### config.mk
export PLATFORM = sky130hd
export DESIGN_NAME = fnd_scan_decoder
export DESIGN_NICKNAME = d
export VERILOG_FILES = /design/src/rtl/fnd_scan_decoder.sv
export SDC_FILE = /design/constraint.sdc
export NUM_CORES = 1
export LEC_CHECK = 0
export BUFFER_PORTS_ARGS = -buffer_cell sky130_fd_sc_hd__buf_2
export CORE_AREA = 2 2 131 133
export CTS_BUF_LIST = sky130_fd_sc_hd__clkbuf_8
export CTS_CLUSTER_DIAMETER = 200
export DETAILED_ROUTE_END_ITERATION = 8
export DIE_AREA = 0 0 133 135
export GPL_ROUTABILITY_DRIVEN = 0
export PLACE_DENSITY = 0.72
export REMOVE_ABC_BUFFERS = 1
export SETUP_SLACK_MARGIN = 0.4
export SLEW_MARGIN = 40
export SYNTH_ARGS = -nofsm -noshare
export SYNTH_HDL_FRONTEND = slang
export SYNTH_SLANG_ARGS = --single-unit
### constraint.sdc
create_clock -name clk -period 4.15 [get_ports clk]
set_input_delay 0.415 -clock clk [delete_from_list [all_inputs] [get_ports clk]]
set_output_delay 0.415 -clock clk [all_outputs]
set_load 0.01 [all_outputs]
### src/rtl/fnd_scan_decoder.sv
// Receive-side decoder for a multiplexed 4-digit active-low FND bus.
// Samples each settled digit, decodes the segments back to BCD, collects complete
// scans, requires MATCH_SCANS identical scans, then converts the BCD to binary
// and publishes it with a one-cycle valid pulse.
module fnd_scan_decoder #(
  parameter int unsigned SETTLE_CYCLES = 4,  // 1..255
  parameter int unsigned MATCH_SCANS   = 2   // 1..7
) (
  input  logic        clk,
  input  logic        rst,         // asynchronous, active-low
  input  logic [3:0]  i_fnd_com,
  input  logic [7:0]  i_fnd_data,
  output logic [13:0] o_value,
  output logic [15:0] o_digits,
  output logic        o_valid,
  output logic        o_err
);

  localparam logic [7:0] SettleLast = 8'(SETTLE_CYCLES - 1);
  localparam logic [2:0] MatchMax   = 3'(MATCH_SCANS);

  typedef enum logic [1:0] {StIdle, StConv, StDone} state_e;

  state_e      state_q, state_d;

  logic [3:0]  com_meta_q, com_sync_q, com_prev_q;
  logic [7:0]  data_meta_q, data_sync_q;
  logic [7:0]  settle_q, settle_d;
  logic        sampled_q, sampled_d;
  logic [3:0]  mask_q, mask_d;
  logic [15:0] scan_q, scan_d;
  logic [15:0] prev_snap_q;
  logic [2:0]  match_q, match_d;
  logic        published_q, published_d;
  logic [15:0] conv_q, conv_d;
  logic [13:0] acc_q, acc_d;
  logic [1:0]  idx_q, idx_d;
  logic [13:0] value_d;
  logic [15:0] digits_d;
  logic        valid_d, err_d;

  logic [3:0]  slot_oh;
  logic        com_valid, com_stable, do_sample;
  logic [3:0]  dec_digit;
  logic        dec_ok;
  logic        scan_done, trigger;
  logic [3:0]  cur_digit;

  // Digit-select decode: one-hot-low codes map to scan slots, anything else is idle
  always_comb begin
    slot_oh = 4'b0000;
    case (com_sync_q)
      4'b1110: slot_oh = 4'b0001;  // ones
      4'b1101: slot_oh = 4'b0010;  // tens
      4'b1011: slot_oh = 4'b0100;  // hundreds
      4'b0111: slot_oh = 4'b1000;  // thousands
      default: slot_oh = 4'b0000;
    endcase
    com_valid  = |slot_oh;
    com_stable = com_valid && (com_sync_q == com_prev_q);
  end

  // Settle counter: counts cycles the same valid code has been held, one sample per dwell
  always_comb begin
    settle_d  = 8'd0;
    sampled_d = 1'b0;
    do_sample = 1'b0;
    if (com_valid) begin
      if (com_stable) begin
        settle_d  = (settle_q == 8'hFF) ? settle_q : settle_q + 8'd1;
        sampled_d = sampled_q;
      end
      if ((settle_d == SettleLast) && !sampled_d) begin
        do_sample = 1'b1;
        sampled_d = 1'b1;
      end
    end
  end

  // Segment pattern to BCD, exact 8-bit match only
  always_comb begin
    dec_digit = 4'd0;
    dec_ok    = 1'b1;
    case (data_sync_q)
      8'hC0: dec_digit = 4'd0;
      8'hF9: dec_digit = 4'd1;
      8'hA4: dec_digit = 4'd2;
      8'hB0: dec_digit = 4'd3;
      8'h99: dec_digit = 4'd4;
      8'h92: dec_digit = 4'd5;
      8'h82: dec_digit = 4'd6;
      8'hF8: dec_digit = 4'd7;
      8'h80: dec_digit = 4'd8;
      8'h90: dec_digit = 4'd9;
      default: dec_ok = 1'b0;
    endcase
  end

  // Scan collection, snapshot matching and publish trigger
  always_comb begin
    scan_d    = scan_q;
    mask_d    = mask_q;
    match_d   = match_q;
    err_d     = 1'b0;
    scan_done = 1'b0;
    if (do_sample) begin
      if (!dec_ok) begin
        err_d   = 1'b1;
        mask_d  = 4'b0000;
        match_d = 3'd0;
      end else begin
        for (int i = 0; i < 4; i++) begin
          if (slot_oh[i]) scan_d[4*i +: 4] = dec_digit;
        end
        mask_d = mask_q | slot_oh;
        if (mask_d == 4'b1111) begin
          scan_done = 1'b1;
          mask_d    = 4'b0000;
          if (scan_d == prev_snap_q) begin
            match_d = (match_q >= MatchMax) ? MatchMax : match_q + 3'd1;
          end else begin
            match_d = 3'd1;
          end
        end
      end
    end
    trigger = scan_done && (match_d == MatchMax) && (!published_q || (scan_d != o_digits));
  end

  // Current BCD digit for conversion, thousands first
  always_comb begin
    unique case (idx_q)
      2'd0: cur_digit = conv_q[15:12];
      2'd1: cur_digit = conv_q[11:8];
      2'd2: cur_digit = conv_q[7:4];
      2'd3: cur_digit = conv_q[3:0];
    endcase
  end

  // FSM next state and conversion datapath
  always_comb begin
    state_d     = state_q;
    conv_d      = conv_q;
    acc_d       = acc_q;
    idx_d       = idx_q;
    value_d     = o_value;
    digits_d    = o_digits;
    valid_d     = 1'b0;
    published_d = published_q;
    case (state_q)
      StIdle: begin
        if (trigger) begin
          conv_d  = scan_d;
          acc_d   = 14'd0;
          idx_d   = 2'd0;
          state_d = StConv;
        end
      end
      StConv: begin
        acc_d = (acc_q << 3) + (acc_q << 1) + {10'd0, cur_digit};
        idx_d = idx_q + 2'd1;
        if (idx_q == 2'd3) state_d = StDone;
      end
      StDone: begin
        value_d     = acc_q;
        digits_d    = conv_q;
        valid_d     = 1'b1;
        published_d = 1'b1;
        state_d     = StIdle;
      end
      default: state_d = StIdle;
    endcase
  end

  // FSM state register
  always_ff @(posedge clk or negedge rst) begin
    if (!rst) state_q <= StIdle;
    else      state_q <= state_d;
  end

  // Synchronizers, scan state, conversion registers and outputs
  always_ff @(posedge clk or negedge rst) begin
    if (!rst) begin
      com_meta_q  <= 4'd0;
      com_sync_q  <= 4'd0;
      com_prev_q  <= 4'd0;
      data_meta_q <= 8'd0;
      data_sync_q <= 8'd0;
      settle_q    <= 8'd0;
      sampled_q   <= 1'b0;
      mask_q      <= 4'd0;
      scan_q      <= 16'd0;
      prev_snap_q <= 16'd0;
      match_q     <= 3'd0;
      published_q <= 1'b0;
      conv_q      <= 16'd0;
      acc_q       <= 14'd0;
      idx_q       <= 2'd0;
      o_value     <= 14'd0;
      o_digits    <= 16'd0;
      o_valid     <= 1'b0;
      o_err       <= 1'b0;
    end else begin
      com_meta_q  <= i_fnd_com;
      com_sync_q  <= com_meta_q;
      com_prev_q  <= com_sync_q;
      data_meta_q <= i_fnd_data;
      data_sync_q <= data_meta_q;
      settle_q    <= settle_d;
      sampled_q   <= sampled_d;
      mask_q      <= mask_d;
      scan_q      <= scan_d;
      if (scan_done) prev_snap_q <= scan_d;
      match_q     <= match_d;
      published_q <= published_d;
      conv_q      <= conv_d;
      acc_q       <= acc_d;
      idx_q       <= idx_d;
      o_value     <= value_d;
      o_digits    <= digits_d;
      o_valid     <= valid_d;
      o_err       <= err_d;
    end
  end

endmodule

== After elaboration in Yosys (flattened, before gate mapping) ==
Index checks and enable logic that the tools add are counted.

* Bits in registers: 143
* Output and inout port bits: 32
* Input bits: 14
* Word-level logic and storage cells: 118

* Equal/unequal tests: 28
* Mux-type cells: 48
* $add $sub $neg: 5
* Bitwise logic cells: 1
* Reduce and logical (&&, ||, !) cells: 15
* $lt $le $gt $ge: 1

{| class="wikitable"
|+ Operators by type and width
! cell !! number
|-
| 8-bit == test, second input constant || 11
|-
| 4-bit two-way mux || 14
|-
| 4-bit case mux with 9 select lines || 1
|-
| 16-bit two-way mux || 2
|-
| 8-bit two-way mux || 4
|-
| 4-bit case mux with 4 select lines || 2
|-
| 14-bit case mux with 2 select lines || 1
|-
| 16-bit == test || 1
|-
| 4-bit == test, second input constant || 4
|-
| 16-bit != test || 1
|-
| 3-bit two-way mux || 5
|-
| 14-bit adder || 1
|-
| 14-bit by 4-bit adder with 14-bit output || 1
|-
| 14-bit two-way mux || 1
|-
| 1-bit two-way mux || 13
|-
| 10-bit OR reduction || 1
|-
| 8-bit by 1-bit adder with 8-bit output, second input constant || 1
|-
| 8-bit by 2-bit == test with 1-bit output, second input constant || 1
|-
| 2-bit case mux with 2 select lines || 2
|-
| 2-bit == test, second input constant || 3
|-
| 2-bit two-way mux || 3
|-
| 2-bit AND reduction || 3
|-
| 2-bit by 1-bit == test with 1-bit output, second input constant || 2
|-
| 4-bit by 3-bit == test with 1-bit output, second input constant || 1
|-
| other kinds (13) || 19
|}

== Depth between registers and ports, before layout ==
Gate-level depths: netlist of the first run.

* Depth after elaboration: 21
* Depth in mapped cells: 18
* Mapped depth without buffers: 18

== Worst setup path before layout of the first run ==
Ideal clock, no wire load.

* Path kind: register -> register
* From: register settle_q[0]
* To: register conv_q[10]
* Library setup time: 125 ps
* Arrival time: 3,547 ps
* Clock period less this slack: 3,672 ps
* Setup slack: 478 ps
* Path buffers: 1
* Cell stages (with the launch flop): 13
* Required time: 4,025 ps
* Cell sequence: dfrtp_1 ha_1 and3_1 or3_1 a222oi_1 nand4_1 or2_1 mux2i_1 or4_4 nor4_4 nor4_4 buf_6 mux2_4

* Longest elaborated chain between the ends: 13
* Elaborated cells between the ends (all ways): 18
* Those cells by class: add/sub (1); eq/ne (4); mux (8); reduce/logical (5)

{| class="wikitable"
|+ RTL lines
! item !! line !! text
|-
| start, declared || 28 || <nowiki>logic [7:0] settle_q, settle_d;</nowiki>
|-
| start signal, assigned || 209 || <nowiki>settle_q <= settle_d;</nowiki>
|-
| 8-bit by 1-bit adder with 8-bit output or 8-bit == test (tied branches) || 70 || <nowiki>settle_d = (settle_q == 8'hFF) ? settle_q : settle_q + 8'd1;</nowiki>
|-
| 8-bit two-way mux (*) || 70 ||
|-
| 8-bit two-way mux (*) || 69 || <nowiki>if (com_stable) begin</nowiki>
|-
| 8-bit two-way mux (*) || 68 || <nowiki>if (com_valid) begin</nowiki>
|-
| 8-bit by 2-bit == test with 1-bit output (*) || 73 || <nowiki>if ((settle_d == SettleLast) && !sampled_d) begin</nowiki>
|-
| 1-bit logical AND (*) || 73 ||
|-
| 1-bit two-way mux (*) || 73 ||
|-
| 1-bit two-way mux (*) || 68 ||
|-
| 16-bit two-way mux or 3-bit two-way mux (tied branches) || 106 || <nowiki>if (do_sample) begin</nowiki>
|-
| 16-bit != test or 3-bit by 2-bit == test with 1-bit output (tied branches) || 127 || <nowiki>trigger = scan_done && (match_d == MatchMax) && (!published_q || (scan_d != o_digits));</nowiki>
|-
| 1-bit logical OR or 1-bit logical AND (tied branches) || 127 ||
|-
| 1-bit logical AND || 127 ||
|-
| 2-bit AND reduction (no source line) || n/a ||
|-
| end signal, assigned || 216 || <nowiki>conv_q <= conv_d;</nowiki>
|-
| end, declared || 35 || <nowiki>logic [15:0] conv_q, conv_d;</nowiki>
|}

Mark *: on every way between the ends. The rest lies on a longest branch, timed or not. The select of a mux whose other input is x is not followed.
A chain may end at the register's enable or synchronous reset.

== Final worst setup path of the first run ==
* From: register settle_q[1]
* To: register conv_q[9]

The elaborated chain is that of the path after synthesis.

==> flow_summary.toml, run 1 <==
[critical_path]
r2r_start = "settle_q[1]"
path_common_cell = "nor4_4"
worst-setup-path-type = "flip-flop to flip-flop"
path_max_fanout = 8
r2r_slack_ps = 250
r2r-end = "conv_q[9]"
ff2ff_path_depth = 14
critPathMaxStageDelay_ps = 600
critPathLaunch = "settle_q[1]"
cp_slowest_cell = "or4_4"
path_cells = "ha_4, and3_4, or3_1, a222oi_1, buf_4, nand4_1, or2_4, mux2i_2, or4_4, nor4_4, nor4_4, buf_6, clkbuf_16, mux2_4"
critPathLaunchType = "flip-flop"
critPathCapture = "conv_q[9]"
crit_cells = 14
path_buf_inv = 3
required_ps = 4490
crit_arrival_ps = 4240
path_delay_family = "simple AND/OR/NAND/NOR gates"
endpoint_kind = "flip-flop"

[cts]
cts-root-buf = "clkbuf_8"
cts.sinks = 143
h-tree-depth = 4
cts_buffers = 17
clkSlewWorstSetupHoldPaths_ps = 80
clkLatencyLatePin_ps = 460
cts_tree = "done"
cts.path.max_buffers = 2

[power]
peakVddDrop_mv = 0.200
total_leakage_power_nw = 4.38
switching_share_pct = 22.5
clock_power_share_pct = 44.9
power_density_mw_per_mm2 = 288
seqPwrFrac_pct = 51.7
power.switching_mw = 0.622
p_int_mw = 2.14
pwr-share-comb_pct = 3.4

[synthesis]
synthCells = 768
yosysWarningCount = 0
synth_ff_type = "dfrtp_1"
ys_ff_latch = 143
netlist_top_cells_area = "dfrtp_1 45%, mux2_2 5.2%, ha_1 4.6%"
synth.avg_cell_area_um2 = 10.4
ys_types = 80
synth.most_common_cell = "dfrtp_1"
synth_top_area_cell = "dfrtp_1"
synth_common_cells = "143 x dfrtp_1, 59 x nor2_1, 51 x nand2_1"
syn_area_mm2 = 0.00797
synth_top_cell_area_share_pct = 44.9
yosysSeqAreaShare_pct = 44.9
async_reset_ff_share_pct = 100
synth_edf_count = 0

[grt]
grt_usage_pct = 23.6
grt.overflow.total = 0
grt_pass1_wl_mm = 33.3
grt_max_degree = 75
antenna_found_initial = 0
grt_pass1_vias = 6333

[route]
wirelength_mm = 20.7
drt-initial-drc-count = 662
drt-pass1-iter-count = 5
ant_nets = 0
viasPerCell = 5.83
drc = 0
wl_per_cell_um = 18.9
vias = 6393

[place]
pre_cts_ws_ps = 161
dpl_cell_area_mm2 = 0.00855
port_buffers = 45
dp_hpwl_mm = 14.1

[timing]
rsz0062_at_grt = "true"
setup_violations = 0
whs_ps = 56.6
worst_pin_slew_ps = 997
slew_headroom_pct = 31.8
hold_viol = 0
period_needed_ps = 3900
skew_ps = 13.9
setup_ws_ps = 245
timing.fmax_ghz = 0.256
finalMaxSlewViolations = 0
post-route-period-util_pct = 94.1

[run]
drv_cap = 0

[finish]
nNetsFinal = 909
drive_gt1_share_pct = 30.3
final_area_mm2 = 0.00958
area_growth_pct = 20.1
final_util_pct = 58.4
diodes = 0

[floorplanning]
num_rows = 47
core-area_mm2 = 0.0164
io_pins = 46
start_util_pct = 48.6
die_h_um = 135
die_area_mm2 = 0.0180
die_w_um = 133

[min_path]
hp-class = "input port to flip-flop"

[run_status]
status = "complete, no violations"
[metrics by stage]
| step | cells | setup TNS (ps) | total power [mW] |
|---|---|---|---|
| 5_1_grt | 1097 | 0 | 2.85 |
| 2_1_floorplan | 733 | -3320 | 1.48 |
| 3_5_place_dp | 1028 | 0 | 1.54 |
| 4_1_cts | 1076 | 0 | 2.78 |
| 6_report | 1097 | 0 | 2.76 |
| 3_3_place_gp | 1028 | 0 | 1.54 |
[placed cells by master, fill, tap and decap left out, types with 5 or more instances in the layout]
cell type | netlist | final
o22ai_1 | 9 | 9
mux2_2 | 37 | 37
nand4_1 | 16 | 16
mux2_4 | 15 | 15
ha_1 | 29 | 24
nand4b_1 | 6 | 6
nor3_1 | 12 | 12
o31ai_1 | 8 | 8
o211ai_1 | 6 | 6
nor2_1 | 59 | 51
and3_1 | 8 | 7
dfrtp_2 | 0 | 11
nor2b_1 | 7 | 7
nor2_4 | 0 | 7
nand2b_1 | 27 | 26
dfrtp_1 | 143 | 132
a21oi_1 | 39 | 33
nor4_1 | 10 | 7
xor2_1 | 9 | 9
inv_1 | 30 | 30
mux2i_1 | 11 | 7
a21oi_2 | 0 | 6
clkbuf_8 | 0 | 20
o21ai_0 | 35 | 32
or3_1 | 6 | 5
xnor2_1 | 30 | 30
buf_4 | 2 | 57
a222oi_1 | 5 | 5
a31oi_1 | 7 | 6
nand2_1 | 51 | 51
nand3_1 | 14 | 14
buf_2 | 4 | 44
a21o_1 | 9 | 9
[how the worst min path moves through the flow]
stage | end | cells after the start | startpoint
finish | data_meta_q[5] | 1 | i_fnd_data[5]
global route | data_meta_q[2] | 1 | i_fnd_data[2]
CTS | com_meta_q[3] | 1 | i_fnd_com[3]
detailed placement | com_sync_q[2] | 0 | com_meta_q[2]
global placement | com_sync_q[2] | 0 | com_meta_q[2]
floorplan | acc_q[0] | 0 | rst
[cell type report]
| cell class | instances | area (um2) |
|---|---|---|
| sequential | 143 | 3590 |
| inverter | 30 | 113 |
| fill | 1336 | 6830 |
| clock buffer | 20 | 275 |
| tap | 220 | 275 |
| multi-input combinational | 560 | 4330 |
| timing repair buffer | 112 | 833 |
| clock inverter | 12 | 166 |
[power by group through the flow]
stage / clock network, mW / registers [mW] / logic [mW]
after floorplan: 0 / 1.45 / 0.0371
after global placement: 0 / 1.45 / 0.0879
after detailed placement: 0 / 1.45 / 0.0885
after CTS: 1.26 / 1.43 / 0.0908
after global routing: 1.32 / 1.43 / 0.106
final: 1.24 / 1.43 / 0.0951
[flip-flops by register name, indices dropped and copies added, names as in the netlist, 14 cells and up]
name         count
acc_q           14
conv_q          16
o_digits        16
o_value         14
prev_snap_q     16
scan_q          16
[routing by layer]
layer	share of wire (%)	track usage (%)	vias up
li1	-	-	2998
met1	44	32.1	3119
met2	46	37.0	226
met3	6.5	5.56	50
met4	2.6	8.96	0
met5	0	0	-
[kinds of logic (layout without fill, tap and decap cells)]
| group | Yosys count | in the layout | synth area share, % |
|---|---|---|---|
| multiplexers | 63 | 63 | 9.43 |
| AND/OR/NAND/NOR | 256 | 256 | 18.0 |
| flip-flops | 143 | 143 | 44.9 |
| AO/OA/AOI/OAI | 171 | 171 | 14.7 |
| XOR/XNOR | 39 | 39 | 4.28 |
| buffers and inverters | 65 | 174 | 3.59 |
| adder cells (fa/ha/maj) | 31 | 31 | 5.05 |
[repair_timing]
| action | CTS | global route |
|---|---|---|
| hold buffers | 1 | 0 |
| gates cloned | 0 | 3 |
| endpoints found under the hold margin | 63 | 0 |
| resized for setup | 18 | 53 |
| setup endpoints to repair | 20 | 32 |
| pin swaps | 12 | 31 |
| buffers inserted | 15 | 18 |
(Power assumes the default switching activity.)
==> inputs of run 2 (changes only) <==
- ABC_CLOCK_PERIOD_IN_PS: unset -> 4150
- CORE_AREA: 2 2 131 133 -> 2 2 138 127
- DIE_AREA: 0 0 133 135 -> 0 0 140 129
- PLACE_DENSITY: 0.72 -> 0.71
==> run 2 against run 1 <==
  * The run now ends with DRC left
  * Largest power group unchanged
  * Worst hold slack got worse by 6.1 ps
  * Die area is 0.58% higher
  * Clock power is 6% lower
  * Sequential cell count is the same
  * Critical path type unchanged
  * Critical endpoint is now acc_q[13]
==> flow_summary.toml, run 2 (synthesized netlist as in run 1, its figures left out) <==
[timing]
finalMaxSlewViolations = 0
setup_violations = 0
rsz0062_at_grt = "true"
hold_viol = 0
post-route-period-util_pct = 90.1
skew_ps = 11.3
slew_headroom_pct = 41.6
setup_ws_ps = 410
timing.fmax_ghz = 0.267
worst_pin_slew_ps = 875
period_needed_ps = 3740

[min_path]
hold_path.startpoint = "i_fnd_data[7]"
holdPathStages = 1
min_to = "data_meta_q[7]"
hp-class = "input port to flip-flop"

[critical_path]
required_ps = 4480
endpoint_kind = "flip-flop"
ff2ff_path_depth = 17
crit_arrival_ps = 4070
r2r_start = "idx_q[0]"
worst-setup-path-type = "flip-flop to flip-flop"
critPathLaunchType = "flip-flop"
r2r_slack_ps = 410
path_max_fanout = 4
r2r-end = "acc_q[13]"

[cts]
h-tree-depth = 4
cts_tree = "done"
cts.path.max_buffers = 2
cts-root-buf = "clkbuf_8"
clkLatencyLatePin_ps = 460
clkSlewWorstSetupHoldPaths_ps = 80
cts.sinks = 143
cts_buffers = 17

[power]
clock_power_share_pct = 43.4
power.switching_mw = 0.648
p_int_mw = 2.05
power_density_mw_per_mm2 = 280
total_leakage_power_nw = 4.43
seqPwrFrac_pct = 52.7
pwr-share-comb_pct = 4.0
switching_share_pct = 24.0
peakVddDrop_mv = 0.205

[finish]
area_growth_pct = 20.8
final_common_cell = "dfrtp_1"
final_cell_mix = "135 x dfrtp_1, 65 x buf_4, 54 x nor2_1"
layout.cells.non_filler = 1095
final_area_mm2 = 0.00964
diodes = 0
nNetsFinal = 916
drive_gt1_share_pct = 31.4

[route]
vias = 6551
drt-pass1-iter-count = 8
ant_nets = 0
drt-initial-drc-count = 617
wl_per_cell_um = 19.1
viasPerCell = 5.98
wirelength_mm = 20.9
drc = 1

[floorplanning]
core-area_mm2 = 0.0166
io_pins = 46
num_rows = 45
die_h_um = 129
die_w_um = 140
die_area_mm2 = 0.0181
start_util_pct = 48.0

[place]
dpl_cell_area_mm2 = 0.00859
dp_hpwl_mm = 14.2
pre_cts_ws_ps = 123
dp.cells = 1025
port_buffers = 45

[grt]
grt_max_degree = 72
antenna_found_initial = 0
grt_usage_pct = 23.2
grt_pass1_vias = 6030
grt_pass1_wl_mm = 32.6
grt.overflow.total = 0

[run_status]
failed_checks = "DRC"
status = "finished, violations left"

[run]
drv_cap = 0
[run 2: changes by cell type in the layout (fill, tap and decap cells not counted), sizes merged]
cell	change
buf	+8
clkinvlp	+4
clkbuf	-3
bufinv	-1
clkinv	-1
[run 2: worst max-delay path, cell delays in order, from the launching register on]
cell      delay, ps
dfrtp_2         470
ha_4            180
a222oi_1        360
nand2_1         130
o21ai_2          70
fa_1            440
inv_1            80
ha_1            220
a21o_1          160
a21oi_2         160
o21ai_1         110
a21oi_2         180
nor2b_1          70
o21a_1          210
o31a_1          280
o41ai_2         240
xnor2_1         160
o22ai_1          90
[run 2: power by group through the flow]
stage	Clock [mW]	Sequential [mW]	Combinational, mW
after floorplan	0	1.45	0.0371
after global placement	0	1.45	0.0918
after detailed placement	0	1.45	0.0924
after CTS	1.20	1.42	0.101
after global routing	1.26	1.43	0.119
final	1.17	1.42	0.107
[run 2: worst max-delay path by stage]
stage / start / end / cells past startpoint
floorplan: settle_q[0] / conv_q[0] / 11
global placement: idx_q[0] / acc_q[13] / 17
detailed placement: settle_q[0] / conv_q[0] / 12
CTS: idx_q[0] / acc_q[13] / 17
global route: idx_q[0] / acc_q[13] / 17
finish: idx_q[0] / acc_q[13] / 17
[run 2: per-layer routing]
layer | track usage, % | wire length (um)
met3 | 5.99 | 1550
met1 | 33.5 | 9720
met4 | 8.32 | 446
met5 | 0 | 0
met2 | 33.9 | 9220
[run 2: repair_timing]
item | CTS | global route
hold buffers | 1 | 0
resized for setup | 25 | 55
hold endpoints to repair | 69 | 0
buffers inserted | 14 | 20
cloned | 0 | 3
setup endpoints to repair | 33 | 33
pin swaps | 20 | 24
[run 2: layout make-up]
cell class | instances | area, um2
fill | 1374 | 6970
inverter | 30 | 113
timing repair buffer | 119 | 865
clock inverter | 14 | 166
sequential | 143 | 3590
clock buffer | 18 | 248
tap | 211 | 264
multi-input combinational | 560 | 4390
[run 2: stage by stage]
step / utilization (%) / hold slack (ps) / total power, mW / setup TNS (ps)
global route: 58.0 / 25.6 / 2.80 / 0
finish: 58.0 / 50.4 / 2.70 / 0
floorplan: - / 119 / 1.48 / -3320
global placement: 51.7 / 334 / 1.54 / 0
detailed placement: 51.7 / 335 / 1.54 / 0
CTS: 55.5 / 23.5 / 2.72 / 0
